<file path="config.mk">
export PLATFORM = sky130hd
export DESIGN_NAME = trap_peak_detector
export DESIGN_NICKNAME = d
export VERILOG_FILES = /design/src/rtl/package_settings.sv /design/src/rtl/peak_detector_pkg.sv /design/src/rtl/trap_timestamp_counter.sv /design/src/rtl/trap_peak_detector.sv
export SDC_FILE = /design/constraint.sdc
export NUM_CORES = 1
export LEC_CHECK = 0
export ABC_CLOCK_PERIOD_IN_PS = 2800
export BUFFER_PORTS_ARGS = -buffer_cell sky130_fd_sc_hd__buf_2
export CORE_MARGIN = 1.5
export CORE_UTILIZATION = 45
export DETAILED_ROUTE_END_ITERATION = 12
export PLACE_DENSITY_LB_ADDON = 0.12
export SKIP_LAST_GASP = 1
export SYNTH_ARGS = -nofsm -noshare
export SYNTH_HDL_FRONTEND = slang
export SYNTH_SLANG_ARGS = --single-unit
</file>
<file path="constraint.sdc">
create_clock -name clk -period 2.8 [get_ports clk]
set_clock_uncertainty 0.1 [all_clocks]
set_input_delay 0.7 -clock clk [delete_from_list [all_inputs] [get_ports clk]]
set_output_delay 0.7 -clock clk [all_outputs]
set_load 0.03 [all_outputs]
</file>
<file path="src/rtl/package_settings.sv">
// rtl/package_settings.sv - shared datapath widths for the shaping chain
package package_settings;
  localparam int SIZE_FILTER_DATA = 16;
endpackage

</file>
<file path="src/rtl/peak_detector_pkg.sv">
// rtl/peak_detector_pkg.sv - peak detector state encoding and output widths
package peak_detector_pkg;
  typedef enum logic [1:0] {
    IDLE   = 2'd0,
    ARMED  = 2'd1,
    DEAD   = 2'd2,
    REJECT = 2'd3
  } peak_state_e;

  localparam int PEAK_WIDTH_W   = 8;
  localparam int PILEUP_COUNT_W = 16;
endpackage

</file>
<file path="src/rtl/trap_timestamp_counter.sv">
// rtl/trap_timestamp_counter.sv - free-running wrapping timestamp counter
module trap_timestamp_counter #(
  parameter int TS_WIDTH = 32
) (
  input  logic                clk_i,
  input  logic                rst_ni,
  output logic [TS_WIDTH-1:0] count_o
);

  logic [TS_WIDTH-1:0] count_q;

  always_ff @(posedge clk_i or negedge rst_ni) begin
    if (!rst_ni) count_q <= '0;
    else         count_q <= count_q + TS_WIDTH'(1);
  end

  assign count_o = count_q;

endmodule

</file>
<file path="src/rtl/trap_peak_detector.sv">
// rtl/trap_peak_detector.sv - per-pulse peak/time/width extraction with dead time
// Optional pile-up rejection of over-long pulses: PEAK_PILEUP_REJECT_EN.
module trap_peak_detector
  import package_settings::*;
  import peak_detector_pkg::*;
#(
  parameter int THRESHOLD = 100,
  parameter int HOLDOFF   = 4,
  parameter int MAX_WIDTH = 16,
  parameter int TS_WIDTH  = 32
) (
  input  logic                               clk,
  input  logic                               reset,
  input  logic signed [SIZE_FILTER_DATA-1:0] filter_data,
  output logic                               peak_valid,
  output logic signed [SIZE_FILTER_DATA-1:0] peak_amp,
  output logic        [TS_WIDTH-1:0]         peak_time,
  output logic        [PEAK_WIDTH_W-1:0]     peak_width,
  output logic                               busy,
  output logic        [PILEUP_COUNT_W-1:0]   pileup_count
);

  localparam logic signed [SIZE_FILTER_DATA-1:0] THR_S = SIZE_FILTER_DATA'(THRESHOLD);
  localparam logic [PEAK_WIDTH_W-1:0] MAX_W     = PEAK_WIDTH_W'(MAX_WIDTH);
  localparam logic [PEAK_WIDTH_W-1:0] DEAD_LOAD = PEAK_WIDTH_W'((HOLDOFF > 0) ? HOLDOFF - 1 : 0);

  logic [TS_WIDTH-1:0] ts_count;

  trap_timestamp_counter #(.TS_WIDTH(TS_WIDTH)) u_ts (
    .clk_i   (clk),
    .rst_ni  (reset),
    .count_o (ts_count)
  );

  peak_state_e                        state_q, state_d;
  logic signed [SIZE_FILTER_DATA-1:0] x_q, max_q, max_d, amp_q, amp_d;
  logic        [TS_WIDTH-1:0]         x_ts_q, max_ts_q, max_ts_d, time_q, time_d;
  logic        [PEAK_WIDTH_W-1:0]     width_q, width_d, pwidth_q, pwidth_d;
  logic        [PEAK_WIDTH_W-1:0]     dead_q, dead_d;
  logic                               valid_q, valid_d;
  logic                               over;

`ifdef PEAK_PILEUP_REJECT_EN
  logic [PILEUP_COUNT_W-1:0] pileup_q, pileup_d;

  always_ff @(posedge clk or negedge reset) begin
    if (!reset) pileup_q <= '0;
    else        pileup_q <= pileup_d;
  end

  assign pileup_count = pileup_q;
`else
  assign pileup_count = '0;
`endif

  assign over = (x_q > THR_S);

  always_comb begin
    state_d  = state_q;
    max_d    = max_q;
    max_ts_d = max_ts_q;
    width_d  = width_q;
    dead_d   = dead_q;
    valid_d  = 1'b0;
    amp_d    = amp_q;
    time_d   = time_q;
    pwidth_d = pwidth_q;
`ifdef PEAK_PILEUP_REJECT_EN
    pileup_d = pileup_q;
`endif
    case (state_q)
      IDLE: begin
        if (over) begin
          state_d  = ARMED;
          max_d    = x_q;
          max_ts_d = x_ts_q;
          width_d  = PEAK_WIDTH_W'(1);
        end
      end
      ARMED: begin
        if (over) begin
          if (width_q != MAX_W) width_d = width_q + PEAK_WIDTH_W'(1);
          // strict compare keeps the first sample of a flat top
          if (x_q > max_q) begin
            max_d    = x_q;
            max_ts_d = x_ts_q;
          end
`ifdef PEAK_PILEUP_REJECT_EN
          if (width_q == MAX_W) begin
            state_d = REJECT;
            if (pileup_q != '1) pileup_d = pileup_q + PILEUP_COUNT_W'(1);
          end
`endif
        end else begin
          valid_d  = 1'b1;
          amp_d    = max_q;
          time_d   = max_ts_q;
          pwidth_d = width_q;
          dead_d   = DEAD_LOAD;
          if (HOLDOFF == 0) state_d = IDLE;
          else              state_d = DEAD;
        end
      end
      DEAD: begin
        if (dead_q == '0) state_d = IDLE;
        else              dead_d  = dead_q - PEAK_WIDTH_W'(1);
      end
`ifdef PEAK_PILEUP_REJECT_EN
      REJECT: begin
        if (!over) begin
          dead_d = DEAD_LOAD;
          if (HOLDOFF == 0) state_d = IDLE;
          else              state_d = DEAD;
        end
      end
`endif
      default: state_d = IDLE;
    endcase
  end

  always_ff @(posedge clk or negedge reset) begin
    if (!reset) begin
      state_q  <= IDLE;
      x_q      <= '0;
      x_ts_q   <= '0;
      max_q    <= '0;
      max_ts_q <= '0;
      width_q  <= '0;
      dead_q   <= '0;
      valid_q  <= 1'b0;
      amp_q    <= '0;
      time_q   <= '0;
      pwidth_q <= '0;
    end else begin
      state_q  <= state_d;
      x_q      <= filter_data;
      x_ts_q   <= ts_count;
      max_q    <= max_d;
      max_ts_q <= max_ts_d;
      width_q  <= width_d;
      dead_q   <= dead_d;
      valid_q  <= valid_d;
      amp_q    <= amp_d;
      time_q   <= time_d;
      pwidth_q <= pwidth_d;
    end
  end

  assign peak_valid = valid_q;
  assign peak_amp   = amp_q;
  assign peak_time  = time_q;
  assign peak_width = pwidth_q;
  assign busy       = (state_q != IDLE);

endmodule
</file>
---- Word level (Yosys, flattened, before mapping) ----
Cells that the tools add are included.
storage, ports and cells
  register bits after elaboration ......... 203
  output and inout port bits .............. 74
  word-level logic and storage cells ...... 59
operators by class
  $add $sub $neg .......................... 3
  reduce and logical (&&, ||, !) cells .... 10
  bitwise operators ....................... 1
  mux-type cells .......................... 21
  magnitude comparators ................... 2
  eq/ne operators ......................... 10
operator list
  kind                                                 number
  2-to-1 mux 32 bit                                    3
  case mux 32 bit (2 select lines)                     1
  2-to-1 mux 16 bit                                    3
  2-to-1 mux 8 bit                                     5
  adder 32 x 1 -> 32 bit, second input constant        1
  case mux 16 bit (2 select lines)                     1
  case mux 8 bit (2 select lines)                      2
  > comparator 16 bit                                  1
  > comparator 16 x 8 -> 1 bit, second input constant  1
  != test 2 bit, second input constant                 7
  adder 8 x 1 -> 8 bit, second input constant          1
  zero test 8 bit                                      1
  != test 8 x 5 -> 1 bit, second input constant        1
  AND reduction 4 bit                                  2
  subtractor 8 x 1 -> 8 bit, second input constant     1
  2-to-1 mux 2 bit                                     3
  case mux 2 bit (3 select lines)                      1
  AND reduction 3 bit                                  2
  nonzero test 2 bit                                   3
  == test 2 x 1 -> 1 bit, second input constant        1
  == test 2 bit, second input constant                 1
  zero test 2 bit                                      1
  2-to-1 mux 1 bit                                     2
  AND reduction 2 bit                                  1
  NOT 1 bit                                            1

---- Longest topological paths before layout ----
Gate-level depths: netlist of the first run.
  depth in word-level cells ............... 4
  gate-level depth with buffers ........... 9
  gate-level depth less buffers ........... 7

---- Hierarchy ----
From an unflattened synthesis of the first run, not the netlist that was laid out.
unflattened totals
  cells, all modules ...................... 683
  area, all modules ....................... 8171.6 µm²
modules (own cells, without submodules)
  module                  area each (µm²)  instances  cells an instance  seq. area each (µm²)
  trap_peak_detector      6692.7           1          556                4279.1
  trap_timestamp_counter  1478.9           1          127                800.8

---- Worst setup path before layout of the first run ----
No wires, ideal clock.
  path type ............................... reg-to-reg
  from .................................... register x_q[15]
  to ...................................... register max_ts_q[10]
  cell stages (with the launch flop) ...... 9
  data required time ...................... 2.573 ns
  arrival time ............................ 2.496 ns
  setup slack ............................. 0.077 ns
  setup time .............................. 0.127 ns
  cell sequence ........................... dfrtp_1 -> ha_1 -> nand4_1 -> or4_1 -> a21o_1 -> a311oi_2 -> buf_6 -> buf_6 -> mux2_1
on the way
  word-level cells in the longest chain between the ends .. 3
  elaborated cells on any way between the ends .. 6
ends and longest elaborated chain
  item                                                                 RTL line                                            source
  start: declaration                                                   trap_peak_detector.sv:36                            logic signed [SIZE_FILTER_DATA-1:0] x_q, max_q, max_d, amp_q, amp_d;
  start signal: assignment                                             trap_peak_detector.sv:136                           x_q <= filter_data;
  > comparator 16 bit or > comparator 16 x 8 -> 1 bit (tied branches)  trap_peak_detector.sv:84, trap_peak_detector.sv:56
  != test 2 bit (no line)                                              --
  AND reduction 4 bit (no line) (*)                                    --
  end signal: assignment                                               trap_peak_detector.sv:139                           max_ts_q <= max_ts_d;
  end: declaration                                                     trap_peak_detector.sv:37                            logic [TS_WIDTH-1:0] x_ts_q, max_ts_q, max_ts_d, time_q, time_d;
Mark *: on every way between the ends. The rest lies on a longest branch, timed or not.
A chain may end at the register's enable or synchronous reset.

---- Worst setup path in the final report of the first run ----
  from .................................... register x_q[13]
  to ...................................... register max_ts_q[20]
Same word-level chain as after synthesis.

==> flow_summary_export.csv, run 1 <==
group,metric,value,unit
status,outcome,"complete, but fails checks",
status,violations,"setup timing",
critical_path,arrival,3090,ps
clocking,h-tree-depth,1,
global_routing,antenna_found_initial,0,
die,die_x,136,um
routing,dr.pass1.iters,4,
global_routing,grt_pass1_vias,4864,
place,dp.cells,880,
critical_path,worst-path-max-fanout,9,
sta,setup_violations,15,
global_routing,use_met2,27.0,%
critical_path,path_class,"reg2reg",
global_routing,grt_max_degree,75,
clocking,numClockSinks,203,
clocking,clk_latency,510,ps
die,coreArea,17300,um2
routing,postRouteAntennaNets,0,
routing,num_vias,4621,
yosys,syn_area,7960,um2
routing,post_drt_wl_per_cell,15.5,um
cells_and_area,n_antenna_cell,0,
sta,tightest_slew,623,ps
critical_path,reg2reg_depth,8,
critical_path,cp-end-kind,"flip-flop",
flow_run,maxCapViolations,0,
routing,via_per_inst,4.99,
critical_path,r2r-end,"max_ts_q[20]$_DFFE_PN0P_",
power_and_ir_drop,vdd_drop_max,0.622,mV
critical_path,start_kind,"flip-flop",
cells_and_area,final_common_cell,"dfrtp_1",
global_routing,grt_first_pass_wirelength,24100,um
cells_and_area,drive_above_1_share,33.8,%
yosys,synthCells,571,
clocking,postCtsHoldBufs,0,
sta,fin_crit,2810,ps
cells_and_area,final_cell_mix,"dfrtp_1, mux2_2, buf_2, nand2_1",
critical_path,reg2reg_from,"x_q[13]$_DFF_PN0_",
cells_and_area,stdcell_area,9590,um2
place,portBuffers,75,
die,io_pins,92,
clocking,cts-root-buf,"clkbuf_16",
clocking,cts_tree,"yes",
sta,fmax,0.356,GHz
global_routing,track_usage,16.1,%
critical_path,reg2reg_slack,-10,ps
sta,grt_setup_unrepaired,"yes",
cells_and_area,register_area,5080,um2
routing,drt-total-wl,14300,um
cells_and_area,multi_input_area,2710,um2
cells_and_area,nets,725,
routing,drt_iter0_markers,160,
sta,slew_viol_final,0,
clocking,clockBufferDepth,3,
die,dieArea,18500,um2
min_path,hp-class,"in2async",
place,dpl-instance-area,8720,um2
die,rows,48,
sta,layout_setup_ws,-12.1,ps
yosys,ys_ff_latch,203,
cells_and_area,final_core_util,55.5,%
yosys,synth_edf_count,0,
power_and_ir_drop,power.density,879,nW/um2
place,gp_congestion,0.788,
routing,drc,0,
global_routing,top_usage_layer,"met2",
clocking,path_clk_slew,60,ps
sta,period_share,100,%
die,start_util,46.0,%
cells_and_area,syn_to_final_growth,20.5,%
global_routing,grt_overflow,0,
yosys,avgSynthCellArea,13.9,um2
global_routing,global_route.usage.met3,2.87,%
yosys,ys_async_sr_fraction,100,%
yosys,yosysUniqueCellTypes,46,
sta,max_slew_margin,58.1,%
die,fp.dieH,136,um
sta,fin_tns_setup,-65.6,ps
critical_path,cp.required,3080,ps
place,dp_hpwl,9530,um
power_and_ir_drop,leakagePower,4.89,nW
clocking,cts_buffers,23,
global_routing,gr-usage-met1,21.6,%
yosys,synth_seq_area_share,63.8,%
cells_and_area,n_fill_cell,1464,
cells_and_area,final_cells,926,
sta,hold_viol_final,0,
yosys,ys.flop_type,"dfrtp_1",
yosys,ys_warn_count,0,
worst max path at each step:
stage | from | endpoint | slack, ps | cells past startpoint
after floorplan | x_q[15]$_DFF_PN0_ | max_ts_q[10]$_DFFE_PN0P_ | 80 | 8
after global placement | max_q[7]$_DFFE_PN0P_ | max_ts_q[12]$_DFFE_PN0P_ | 10 | 9
after detailed placement | x_q[7]$_DFF_PN0_ | max_q[12]$_DFFE_PN0P_ | -60 | 7
after CTS | x_q[7]$_DFF_PN0_ | max_ts_q[10]$_DFFE_PN0P_ | -7 | 8
after global routing | max_q[13]$_DFFE_PN0P_ | max_ts_q[2]$_DFFE_PN0P_ | -100 | 9
final | x_q[13]$_DFF_PN0_ | max_ts_q[20]$_DFFE_PN0P_ | -10 | 8
report_power, final:
part	switching, mW	internal (mW)	total, mW
Combinational	1.13	0.902	2.03
Clock	1.13	1.69	2.82
Sequential	0.265	3.32	3.59
critical path, cell delays in order, from the launching register on:
cell,delay [ps]
dfrtp_1,400
ha_1,310
nand4_1,140
or4_4,540
a21o_1,200
a311oi_4,310
buf_6,200
clkbuf_16,170
mux2_1,320
layer usage:
metal	wire, um	up-vias
li1	-	2171
met2	6940	84
met1	6430	2342
met5	0	-
met4	328	0
met3	637	24
synth_stat cells (all sizes together), types with 3 or more instances:
master	n	area, um2
nor3	5	25.0
nor2	23	86.3
xor2	16	140
xnor2	19	166
ha	21	263
mux2	104	1170
buf	22	176
and4	4	35.0
nand3	17	85.1
and3	10	62.6
nand2	30	113
a21oi	10	50.1
dfrtp	203	5080
nand4	7	43.8
or2	4	25.0
a22o	3	26.3
o21ai	9	45.0
nor4	4	25.0
inv	24	90.1
clkbuf	8	30.0
cells by family (layout without fill, tap and decap cells):
| group | count (synthesis) | in the layout | share of synthesized area (%) |
|---|---|---|---|
| fa+ha+maj | 21 | 21 | 3.30 |
| mux | 106 | 106 | 15.0 |
| xor+xnor | 35 | 35 | 3.85 |
| flops | 203 | 203 | 63.8 |
| other cells | 1 | 16 | 0.0471 |
| compound gates | 37 | 37 | 3.11 |
| simple gates | 114 | 114 | 7.20 |
| buf+inv | 54 | 169 | 3.72 |
sequential cells by signal, summed over array words and instances (netlist names):
name	cells
x_ts_q	32
x_q	16
peak_width	8
peak_time	32
max_q	16
u_ts.count_o	32
peak_valid	1
max_ts_q	32
dead_q	8
width_q	8
state_q	2
peak_amp	16
what timing repair did:
| item | in CTS | in global routing |
|---|---|---|
| buffers inserted | 0 | 5 |
| endpoints found under the setup margin | 46 | 46 |
| gates cloned | 0 | 1 |
| hold endpoints to repair | 0 | 0 |
| resized for setup | 4 | 14 |
| pin swaps | 1 | 0 |
area by class of cell:
type                    count  share of cell area (%)
multi-input cells         329                    28.3
repair buffers            105                    7.34
inverters                  24                   0.939
flip-flops and latches    203                    52.9
clock buffers              33                    7.12
clock inverters             7                   0.430
well taps                 225                    2.93
metrics by stage:
stage               setup WS [ps]  total power [mW]  hold slack (ps)
floorplan                    76.8              4.93              273
global placement             13.5              5.49              290
detailed placement          -59.8              5.55              297
CTS                         -6.83              8.43              135
global route                -99.3              8.88              164
finish                      -12.1              8.44              107
(Power assumes the default switching activity.)
==> run 2, diff against run 1 <==
--- a/config.mk
+++ b/config.mk
@@ -5,7 +5,7 @@
 export SDC_FILE = /design/constraint.sdc
 export NUM_CORES = 1
 export LEC_CHECK = 0
-export ABC_CLOCK_PERIOD_IN_PS = 2800
+export ABC_CLOCK_PERIOD_IN_PS = 2700
 export BUFFER_PORTS_ARGS = -buffer_cell sky130_fd_sc_hd__buf_2
 export CORE_MARGIN = 1.5
 export CORE_UTILIZATION = 45
==> constraint.sdc (replaced) <==
create_clock -name clk -period 2.7 [get_ports clk]
set_clock_uncertainty 0.1 [all_clocks]
set_input_delay 0.675 -clock clk [delete_from_list [all_inputs] [get_ports clk]]
set_output_delay 0.675 -clock clk [all_outputs]
set_load 0.03 [all_outputs]
==> run 2 against run 1 <==
Against the previous run:
- register-to-register slack worse by 90 ps
- hold slack worse by 76 ps
- core utilization is 2.4 points higher
- sequential cell count stayed put
- clock power is 12% higher
- global-route usage is 0.86 points higher
- highest routed layer unchanged
- critical path depth is 1 higher
- the run still ends with setup timing left
- non-clock buffer count is 16 higher
==> flow_summary_export.csv, run 2 (synthesized netlist as in run 1, its figures left out) <==
group,metric,value,unit
cells_and_area,stdcell_area,10000,um2
sta,fin_tns_setup,-2850,ps
clocking,h-tree-depth,1,
cells_and_area,final_cell_mix,"dfrtp_1, buf_2, mux2_2, mux2_4, buf_4",
sta,grt_setup_unrepaired,"yes",
place,gp_congestion,0.750,
critical_path,endpoint,"max_ts_q[8]$_DFFE_PN0P_",
power_and_ir_drop,power.density,928,nW/um2
global_routing,grt_first_pass_wirelength,25000,um
sta,period_share,104,%
critical_path,worst-path-max-fanout,5,
cells_and_area,syn_to_final_growth,25.8,%
status,outcome,"complete, but fails checks",
place,dp_hpwl,9610,um
global_routing,grt_overflow,0,
critical_path,path_cells,"ha_4 > nand4_1 > or4_4 > a21o_1 > a311oi_4 > buf_6 > buf_6 > clkbuf_16 > mux2_4",
place,post-place-ws,-117,ps
die,dieArea,18500,um2
status,violations,"setup timing",
critical_path,cp.required,2970,ps
cells_and_area,nets,740,
critical_path,cp-end-kind,"flip-flop",
die,rows,48,
sta,slew_viol_final,0,
critical_path,reg2reg_slack,-100,ps
place,portBuffers,75,
critical_path,reg2reg_depth,9,
power_and_ir_drop,vdd_drop_max,0.706,mV
min_path,hp-class,"in2async",
power_and_ir_drop,leakagePower,5.10,nW
routing,dr.pass1.iters,4,
sta,fin_crit,2800,ps
die,die_x,136,um
routing,num_vias,4667,
routing,drc,0,
clocking,cts_tree,"yes",
sta,tightest_slew,508,ps
routing,via_per_inst,4.96,
cells_and_area,final_common_cell,"dfrtp_1",
global_routing,grt_pass1_vias,5017,
clocking,cts_buffers,22,
die,coreArea,17300,um2
sta,layout_setup_ws,-97.4,ps
clocking,numClockSinks,203,
critical_path,cp_top_family,"simple AND/OR/NAND/NOR gates",
sta,setup_violations,47,
routing,drt_iter0_markers,125,
critical_path,cpMostUsedCell,"buf_6",
critical_path,cp_num_cells,9,
die,fp.dieH,136,um
clocking,clockBufferDepth,3,
clocking,cts-root-buf,"clkbuf_16",
critical_path,cp-startpoint,"x_q[7]$_DFF_PN0_",
clocking,path_clk_slew,60,ps
global_routing,grt_max_degree,58,
critical_path,path_class,"reg2reg",
critical_path,reg2reg_from,"x_q[7]$_DFF_PN0_",
routing,postRouteAntennaNets,0,
critical_path,r2r-end,"max_ts_q[8]$_DFFE_PN0P_",
clocking,clk_latency,490,ps
critical_path,arrival,3070,ps
critical_path,cpPeakStageDelay,530,ps
flow_run,maxCapViolations,0,
routing,drt-total-wl,15200,um
critical_path,start_kind,"flip-flop",
sta,max_slew_margin,65.8,%
cells_and_area,drive_above_1_share,38.0,%
global_routing,track_usage,17.0,%
place,dpl-instance-area,8770,um2
critical_path,path_buf_inv,3,
clocking,postCtsHoldBufs,0,
sta,fmax,0.357,GHz
routing,post_drt_wl_per_cell,16.2,um
die,start_util,46.0,%
die,io_pins,92,
global_routing,antenna_found_initial,0,
cells_and_area,n_antenna_cell,0,
critical_path,crit_path_top_delay_cell,"or4_4",
sta,hold_viol_final,0,
cells_and_area,final_core_util,57.9,%
## run 2: final cells by class
class	count	area, um2
Fill cell	1441	7280
Sequential cell	203	5080
Multi-Input combinational cell	329	2870
Timing Repair Buffer	121	910
Clock buffer	30	632
Tap cell	225	282
Clock inverter	9	149
Inverter	24	90.1
## run 2: metal layers
layer | wire length [um] | up-vias | share of wire, % | GRT usage [%]
met5 | 0 | - | 0 | 0
met4 | 401 | 0 | 2.6 | 5.20
met3 | 518 | 25 | 3.4 | 2.83
met2 | 7350 | 78 | 48 | 28.5
met1 | 6970 | 2368 | 46 | 22.6
li1 | - | 2196 | - | -
## run 2: repair_timing
action | 4_1_cts | 5_1_grt
setup buffers | 9 | 2
pin swaps | 5 | 5
endpoints found under the setup margin | 47 | 48
resized for setup | 21 | 41
gates cloned | 4 | 2
## run 2: how the worst min path moves through the flow
stage,end,startpoint,cells past startpoint,slack (ps)
after floorplan,x_ts_q[31]$_DFF_PN0_,u_ts.count_o[31]$_DFF_PN0_,0,270
after global placement,x_ts_q[31]$_DFF_PN0_,u_ts.count_o[31]$_DFF_PN0_,0,290
after detailed placement,x_ts_q[31]$_DFF_PN0_,u_ts.count_o[31]$_DFF_PN0_,0,300
after CTS,max_q[6]$_DFFE_PN0P_,reset,1,30
after global routing,max_q[6]$_DFFE_PN0P_,reset,1,40
final,max_q[6]$_DFFE_PN0P_,reset,1,30
## run 2: where the power goes
part           internal (mW)  switching (mW)  leakage [nW]
Sequential              3.45           0.274          2.65
Clock                   2.02            1.15         0.386
Combinational           1.15            1.26          2.06
Total                   6.62            2.68          5.10
## run 2: per-stage QoR
| step | total power, mW | cells | hold WS [ps] |
|---|---|---|---|
| final | 9.30 | 941 | 31.7 |
| after global routing | 9.81 | 941 | 44.1 |
| after CTS | 9.24 | 939 | 31.1 |
| after detailed placement | 5.78 | 887 | 297 |
| after global placement | 5.72 | 887 | 289 |
| after floorplan | 5.11 | 586 | 273 |
==> run 3, diff against run 2 <==
--- a/config.mk
+++ b/config.mk
@@ -5,8 +5,11 @@
 export SDC_FILE = /design/constraint.sdc
 export NUM_CORES = 1
 export LEC_CHECK = 0
+export ABC_AREA = 1
 export ABC_CLOCK_PERIOD_IN_PS = 2700
 export BUFFER_PORTS_ARGS = -buffer_cell sky130_fd_sc_hd__buf_2
+export CELL_PAD_IN_SITES_DETAIL_PLACEMENT = 1
+export CELL_PAD_IN_SITES_GLOBAL_PLACEMENT = 1
 export CORE_MARGIN = 1.5
 export CORE_UTILIZATION = 45
 export DETAILED_ROUTE_END_ITERATION = 12
==> constraint.sdc (replaced) <==
create_clock -name clk -period 2.7 [get_ports clk]
set_clock_uncertainty 0.1 [all_clocks]
set_input_delay 0.675 -clock clk [delete_from_list [all_inputs] [get_ports clk]]
set_output_delay 0.675 -clock clk [all_outputs]
set_load 0.01 [all_outputs]
==> run 3 against run 2 <==
Against the previous run:
- hold slack better by 13 ps
- the flow now finishes without violations
- register-to-register slack better by 380 ps
- first-iteration DRC count is 49% higher
- via count is 26% higher
- critical path type unchanged
- critical path depth is 6 higher
- core utilization is 4.6 points lower
- clock power is 5% lower
- critical endpoint is now max_q[8]$_DFFE_PN0P_
- non-clock buffer count is 34 lower
- global-route usage is 3.5 points higher
==> flow_summary_export.csv, run 3 <==
group,metric,value,unit
global_routing,grt_max_degree,65,
yosys,yosysUniqueCellTypes,37,
yosys,syn_area,8270,um2
cells_and_area,drive_above_1_share,15.5,%
clocking,cts_setup_buffers,0,
critical_path,worst-path-max-fanout,15,
yosys,ys_ff_latch,203,
clocking,cts_tree,"yes",
die,rows,49,
clocking,cts_buffers,23,
cells_and_area,syn_to_final_growth,16.2,%
place,portBuffers,75,
yosys,yosysMostFrequentCell,"nand2_1",
routing,drt_iter0_markers,186,
sta,fin_tns_setup,0,ps
cells_and_area,nets,964,
sta,grt_setup_unrepaired,"no",
clocking,clockBufferDepth,3,
sta,layout_setup_ws,280,ps
die,start_util,45.9,%
die,coreArea,18000,um2
cells_and_area,final_cell_mix,"nand2_1, dfrtp_1, buf_2, nand3_1, inv_1",
place,dp.cells,1129,
sta,period_share,89.6,%
critical_path,arrival,2720,ps
cells_and_area,n_antenna_cell,0,
clocking,h-tree-depth,1,
yosys,ys_warn_count,0,
power_and_ir_drop,power.density,868,nW/um2
yosys,synth_seq_area_share,61.4,%
clocking,clk_latency,510,ps
clocking,numClockSinks,203,
routing,drc,0,
sta,setup_violations,0,
yosys,synthCells,842,
power_and_ir_drop,leakagePower,5.21,nW
cells_and_area,final_common_cell,"nand2_1",
routing,dr.pass1.iters,4,
place,post-place-ws,326,ps
critical_path,start_kind,"flip-flop",
yosys,synthTopCellsByArea,"dfrtp_1, nand2_1, nand3_1, ha_1, inv_1",
yosys,ys_async_sr_fraction,100,%
cells_and_area,final_cells,1167,
yosys,avgSynthCellArea,9.82,um2
cells_and_area,n_fill_cell,2036,
critical_path,cp-end-kind,"flip-flop",
yosys,synth_top_area_share,61.4,%
min_path,hp-class,"in2async",
yosys,ys.flop_type,"dfrtp_1",
die,io_pins,92,
sta,tightest_slew,608,ps
clocking,ctsResizeCount,0,
routing,postRouteAntennaNets,0,
sta,max_slew_margin,59.5,%
power_and_ir_drop,vdd_drop_max,0.494,mV
die,dieArea,19200,um2
sta,hold_viol_final,0,
die,fp.dieH,139,um
place,gp_congestion,0.799,
yosys,netlist_top_cells_count,"nand2_1, dfrtp_1, nand3_1",
sta,fin_crit,2420,ps
critical_path,cp.required,3000,ps
place,dp_hpwl,13100,um
global_routing,grt_pass1_vias,6430,
routing,drt-total-wl,18900,um
global_routing,antenna_found_initial,0,
global_routing,grt_overflow,0,
sta,fmax,0.413,GHz
routing,post_drt_wl_per_cell,16.2,um
routing,via_per_inst,5.02,
global_routing,track_usage,20.4,%
critical_path,path_class,"reg2reg",
routing,num_vias,5861,
status,outcome,"finished, final reports clean",
clocking,postCtsHoldBufs,0,
global_routing,grt_first_pass_wirelength,32300,um
yosys,synth_edf_count,0,
yosys,synth.largest_area_cell,"dfrtp_1",
clocking,path_clk_slew,60,ps
die,die_x,139,um
flow_run,maxCapViolations,0,
sta,slew_viol_final,0,
clocking,cts-root-buf,"clkbuf_16",
==> run 3: kinds of logic (layout without fill, tap and decap cells) <==
group / after synthesis / in the layout / synth area share (%)
other: 1 / 16 / 0.0453
multiplexers: 1 / 1 / 0.136
adder cells (fa/ha/maj): 21 / 21 / 3.18
buffers and inverters: 106 / 187 / 6.16
AO/OA/AOI/OAI: 49 / 49 / 3.18
AND/OR/NAND/NOR: 426 / 426 / 22.2
XOR/XNOR: 35 / 35 / 3.71
flip-flops: 203 / 203 / 61.4
==> run 3: path summary, 6_finish.rpt <==
| kind | depth (start not counted) | startpoint | slack (ps) | end |
|---|---|---|---|---|
| worst min register to register | 0 | u_ts.count_o[3]$_DFF_PN0_ | 300 | x_ts_q[3]$_DFF_PN0_ |
| worst max-delay path | 15 | max_q[13]$_DFFE_PN0P_ | 280 | max_q[8]$_DFFE_PN0P_ |
| max in group asynchronous | 2 | reset | 1780 | dead_q[7]$_DFFE_PN0P_ |
| min in group clk | 1 | filter_data[10] | 170 | x_q[10]$_DFF_PN0_ |
| worst min-delay path | 1 | reset | 40 | peak_amp[10]$_DFFE_PN0P_ |
| worst max register to register | 15 | max_q[13]$_DFFE_PN0P_ | 280 | max_q[8]$_DFFE_PN0P_ |
==> run 3: routing by layer <==
layer  track usage (%)  vias to the layer above  wire length (um)
met4              4.93                        0               394
li1                  -                     2789                 -
met2              36.8                       82              9700
met3              2.80                       32               512
met5                 0                        -                 0
met1              26.2                     2958              8290
==> run 3: critical path, cell delays in order (launching register included) <==
cell	delay [ps]
dfrtp_1	360
inv_1	70
ha_1	310
nand2_1	90
inv_1	40
o21bai_1	140
nand2_1	110
a21oi_2	150
nand2_1	80
nand2_1	50
nand3_1	70
nand2_1	200
nand2_1	160
buf_4	230
nand2_1	80
nand2_1	60
==> run 3: power breakdown <==
group,switching (mW),internal (mW)
sequential,0.246,3.43
combinational,1.11,0.554
clock,1.18,1.82
==> run 3: stage by stage <==
stage	utilization [%]	hold slack [ps]	area (um2)	power [mW]
floorplan	-	272	8330	4.79
global placement	49.2	292	8870	5.30
detailed placement	49.2	291	8870	5.41
CTS	53.3	53.5	9610	8.45
global route	53.3	68.3	9610	8.81
finish	53.3	44.8	9610	8.34
==> run 3: area by class of cell <==
type                    count  area (um2)  area share (%)
repair buffers             87         528            5.49
clock buffers              33         673            7.00
multi-input cells         548        2750            28.6
well taps                 229         287            2.98
inverters                  62         233            2.42
flip-flops and latches    203        5080            52.9
clock inverters             5        65.1           0.677
